## config.mk

```make
export PLATFORM = sky130hd
export DESIGN_NAME = pc_update_unit
export DESIGN_NICKNAME = d
export VERILOG_FILES = /design/src/rtl/cpu_pkg.sv /design/src/rtl/branch_target_adder.sv /design/src/rtl/pc_update_unit.sv
export SDC_FILE = /design/constraint.sdc
export NUM_CORES = 1
export LEC_CHECK = 0
export ABC_AREA = 1
export CAP_MARGIN = 20
export CORE_MARGIN = 3
export CORE_UTILIZATION = 48
export CTS_CLUSTER_SIZE = 28
export DETAILED_ROUTE_END_ITERATION = 8
export GPL_TIMING_DRIVEN = 0
export MAX_ROUTING_LAYER = met4
export PLACE_DENSITY_LB_ADDON = 0.1
export SLEW_MARGIN = 20
export SYNTH_ARGS = -nofsm -noshare
export SYNTH_HDL_FRONTEND = slang
export SYNTH_SLANG_ARGS = --single-unit
export TNS_END_PERCENT = 1
```

## constraint.sdc

```tcl
create_clock -name CLK -period 6.6 [get_ports CLK]
set_input_delay 1.32 -clock CLK [delete_from_list [all_inputs] [get_ports CLK]]
set_output_delay 1.32 -clock CLK [all_outputs]
set_load 0.05 [all_outputs]
```

## src/rtl/cpu_pkg.sv

```systemverilog
// cpu_pkg: shared widths, PC stage state encoding and sign extension helper
package cpu_pkg;
   localparam int PC_W = 32;
   localparam int OFFSET_W = 8;
   typedef enum logic [1:0] {RUN, STALL, STALL_REDIR} pc_state_t;
   function automatic logic [PC_W-1:0] sign_extend(input logic [OFFSET_W-1:0] v);
      return {{(PC_W-OFFSET_W){v[OFFSET_W-1]}}, v};
   endfunction
endpackage

```

## src/rtl/branch_target_adder.sv

```systemverilog
// branch_target_adder: base + (sign-extended offset << shift), modulo 2^32
module branch_target_adder
   import cpu_pkg::*;
#(
   parameter int SHIFT = 2
) (
   input  logic [PC_W-1:0]     base,
   input  logic [OFFSET_W-1:0] offset,
   output logic [PC_W-1:0]     target
);
   assign target = base + (sign_extend(offset) << SHIFT);
endmodule

```

## src/rtl/pc_update_unit.sv

```systemverilog
// pc_update_unit: program counter with stall hold and stall-time redirect latch
module pc_update_unit
   import cpu_pkg::*;
#(
   parameter logic [PC_W-1:0] RESET_PC = 32'd0,
   parameter int OFFSET_SHIFT = 2
) (
   input  logic                CLK,
   input  logic                RESET,
   input  logic                BUSYWAIT,
   input  logic                JUMP,
   input  logic                BRANCH,
   input  logic                BRANCH_NE,
   input  logic                ZERO,
   input  logic [OFFSET_W-1:0] OFFSET,
   output logic [PC_W-1:0]     PC,
   output logic [PC_W-1:0]     PC_PLUS4,
   output logic                REDIRECT_PENDING
);
   pc_state_t state, state_n;
   logic [PC_W-1:0] pend_target, pend_n, pc_n, target;
   logic take;
   assign PC_PLUS4 = PC + 32'd4;
   assign take = JUMP | (BRANCH & ZERO) | (BRANCH_NE & ~ZERO);
   assign REDIRECT_PENDING = (state == STALL_REDIR);
   branch_target_adder #(.SHIFT(OFFSET_SHIFT)) u_bta (
      .base(PC_PLUS4),
      .offset(OFFSET),
      .target(target)
   );
   // next PC / state: RUN and STALL share behaviour; STALL_REDIR ignores new takes
   always_comb begin
      state_n = state;
      pend_n = pend_target;
      pc_n = PC;
      case (state)
         RUN, STALL: begin
            if (BUSYWAIT) begin
               state_n = take ? STALL_REDIR : STALL;
               pend_n = take ? target : pend_target;
            end else begin
               state_n = RUN;
               pc_n = take ? target : PC_PLUS4;
            end
         end
         STALL_REDIR: begin
            if (!BUSYWAIT) begin
               state_n = RUN;
               pc_n = pend_target;
            end
         end
         default: state_n = RUN;
      endcase
   end
   // state, PC and pending target registers; reset discards any pending redirect
   always_ff @(posedge CLK) begin
      if (RESET) begin
         state <= RUN;
         PC <= RESET_PC;
         pend_target <= '0;
      end else begin
         state <= state_n;
         PC <= pc_n;
         pend_target <= pend_n;
      end
   end
endmodule
```

==> impl_results.md <==
- Status: finished clean
- Vias in the first global route: 5,953
- Slew Limit Headroom: 47.8%
- Setup violators final: 0
- Period utilization: 64.2%
- PnR worst setup slack: 2.36 ns
- Site Rows: 39
- Routed length per placed instance: 17.6 µm
- Worst EP required: 5.28 ns
- Fin Clk Skew: 0.00470 ns
- FF+latch count, synth: 66
- RSZ-0062 raised after global routing: false
- EDFF count, synth: 0
- Layout cells sized above 1: 4.41%
- Distinct cells, synth: 36
- Cell count of the worst reg-to-reg path: 21
- All-Layer GR Usage: 32.2%
- Pleak: 0.00345 µW
- Remaining DRCs: 0
- GR Overflow Total: 0
- Crit path max-delay family: buffers and inverters
- Clk pin slew, worst setup/hold paths: 0.05 ns
- CTS Hold Bufs: 0
- Clock Latency Late Sink: 0.34 ns
- Avg Cell Area, Syn: 6.08 µm²
- Ant. Diodes: 0
- Fmax: 0.236 GHz
- Setup TNS: 0 ns
- Antenna violations before repair: 0
- P per Cell Area: 243 mW/mm²
- Detailed placer's ending HPWL: 16,300 µm
- WP data arrival: 2.92 ns
- Cell area after layout: 0.00704 mm²
- CTS tree: built
- Hold Path Stages: 2
- Minimum clock period: 4.24 ns
- Layout area overhead: 21.7%
- Num ports: 80
- Total of warnings raised by yosys: 0
- DR iter-0 viols: 619
- Ys async rst share: 0%
- Startpoint Class: flop
- Met2 Track Usage GR: 49.8%
- Worst hold path class: flop to flop
- CTS resizes: 0
- Hold Crit Start: pend_target[3]
- Root buffer cell: clkbuf_16
- Peak supply drop: 0.190 mV
- Routed via count: 6,637
- Sequential area share after synthesis: 22.9%
- Crit Path Category: flop to primary output
- First-pass GRT wire length: 31,700 µm
- Final core utilization: 60.6%
- Nets: 1,092
- Detail Route Antenna Nets: 0
- Final WL: 20,900 µm
- Die height: 116 µm
- CTS Sinks: 66
- Placed insts: 1,171
- Slowest CP cell: clkdlybuf4s50_1
- Slew @ Worst Pin: 0.783 ns
- Top FF cell, synth: dfxtp_1
- Mapped Nets: 1,003
- FF-to-FF setup slack: 3.11 ns
- Die area: 0.0134 mm²
- Max_cap viols: 0
- Crit. End Element: primary output
- Final hold vios: 0
- CP max stage delay: 0.83 ns
- Core area: 0.0116 mm²
- First-pass DRT Iterations: 6
- TritonCTS Buffers: 9
- Crit path from: PC[2]
- Buffer count from post-CTS setup fixing: 0
- FF-to-FF End: PC[31]
- CP Max Fanout: 7
- Buffers and inverters on the worst path: 3
- Worst path cell trace: ha_1 > nand2_1 > inv_1 > nand3_1 > nor2_1 > nand3_1 > o21bai_1 > nand2_1 > inv_1 > clkdlybuf4s50_1
- Hold Crit Endpoint: pend_target[3]
- RePlAce Congestion: 1.03
- Die W: 116 µm
- Most used routing layer: met2
- Number of I/O port buffers: 78
- CTS Buffer Depth: 2
- Pre-CTS setup slack: 2.78 ns
- Synthesized instance count: 950
- RR Startpoint: PC[11]
- GRT met3 Usage: 5.64%
- Starting Density: 49.8%
- H-tree Lvls: 3
- Final std cells w/o fill: 1,186
- Routed vias/inst: 5.60
- Stages on the worst setup path: 10
- DP Area: 0.00674 mm²
- Largest net degree at the start of global routing: 31
- Synthesized area: 0.00578 mm²
- Met1 global-route usage: 42.3%
- Slew Limit Fails: 0
area by class of cell:
| type | instances | area (µm²) |
|---|---|---|
| fill | 1159 | 4580 |
| multi-input combinational | 716 | 3810 |
| sequential | 66 | 1320 |
| timing repair buffer | 78 | 776 |
| inverter | 134 | 503 |
| clock buffer | 12 | 236 |
| tap | 143 | 179 |
| buffer | 34 | 150 |
| clock inverter | 3 | 65.1 |
Yosys cell counts (2+ instances only):
cell,n,area share [%]
buf_1,2,0.13
o211ai_1,22,2.9
nand4_1,14,1.5
buf_2,6,0.52
buf_4,4,0.52
a21oi_1,107,9.3
nor3_1,7,0.61
inv_1,133,8.6
nand2_2,2,0.22
nor2_4,2,0.39
nor2_1,89,5.8
nand2_1,229,15
o21bai_1,12,1.6
xnor2_1,10,1.5
nand3_2,3,0.52
o21ai_0,58,5.0
dfxtp_1,66,23
nor2_2,5,0.54
a21o_1,2,0.26
xor2_1,23,3.5
a21oi_2,3,0.45
nand3_1,72,6.2
or2_2,2,0.22
clkbuf_1,22,1.4
and2_1,2,0.22
o21ai_1,5,0.43
ha_1,37,8.0
nor3_2,3,0.52
through the flow:
step           hold WS (ns)  power (µW)
2_1_floorplan         0.441         976
3_3_place_gp          0.458        1200
3_5_place_dp          0.459        1200
4_1_cts               0.466        1700
5_1_grt               0.506        1800
6_report              0.469        1710
worst max-delay path by stage:
| stage | end | slack, ns |
|---|---|---|
| after floorplan | pend_target[30] | 2.78 |
| after global placement | PC[14] | 1.98 |
| after detailed placement | PC_PLUS4[22] | 2.78 |
| after CTS | PC_PLUS4[22] | 2.39 |
| after global routing | PC_PLUS4[22] | 2.20 |
| final | PC_PLUS4[22] | 2.36 |
cells by family after synthesis:
logic type	after synthesis	share of synthesized area, %
buffers and inverters	168	11.3
adders and majority gates	38	8.35
and+or+nand+nor	434	32.4
AOI/OAI and AO/OA	211	20.1
DFF	66	22.9
xor gates and xnor gates	33	5.00
sequential cells by signal, summed over array words and instances (netlist names):
| signal | count |
|---|---|
| pend_target | 32 |
| PC | 32 |
| state | 2 |
layer usage:
| layer | vias to the layer above | part of all wire (%) | routed length [µm] |
|---|---|---|---|
| met1 | 2956 | 44 | 9140 |
| met3 | 59 | 7.8 | 1630 |
| li1 | 3297 | - | - |
| met5 | - | 0 | 0 |
| met4 | 0 | 3.9 | 824 |
| met2 | 325 | 44 | 9290 |
cells in the final DEF (no fill, tap or decap), drive strengths merged, types with 3 or more instances in the layout:
cell,synthesis,layout
a21oi,110,110
buf,12,13
clkbuf,22,34
clkdlybuf4s50,0,77
dfxtp,66,66
ha,37,37
inv,134,134
nand2,231,231
nand3,75,75
nand4,14,14
nor2,96,96
nor3,11,11
o211ai,22,22
o21ai,63,63
o21bai,12,12
or2,3,3
xnor2,10,10
xor2,23,23
power by group:
group / internal [µW] / switching, µW
Clock: 328 / 179
Sequential: 441 / 49.4
Combinational: 229 / 486
Total: 998 / 714
tightest hold or removal path, delay by kind of cell, from the launching register on:
family | cells | cell delay, ns
compound gates | 1 | 0.05
flops | 1 | 0.31
simple gates | 1 | 0.06
No activity file was read; power rests on OpenSTA's default activity.
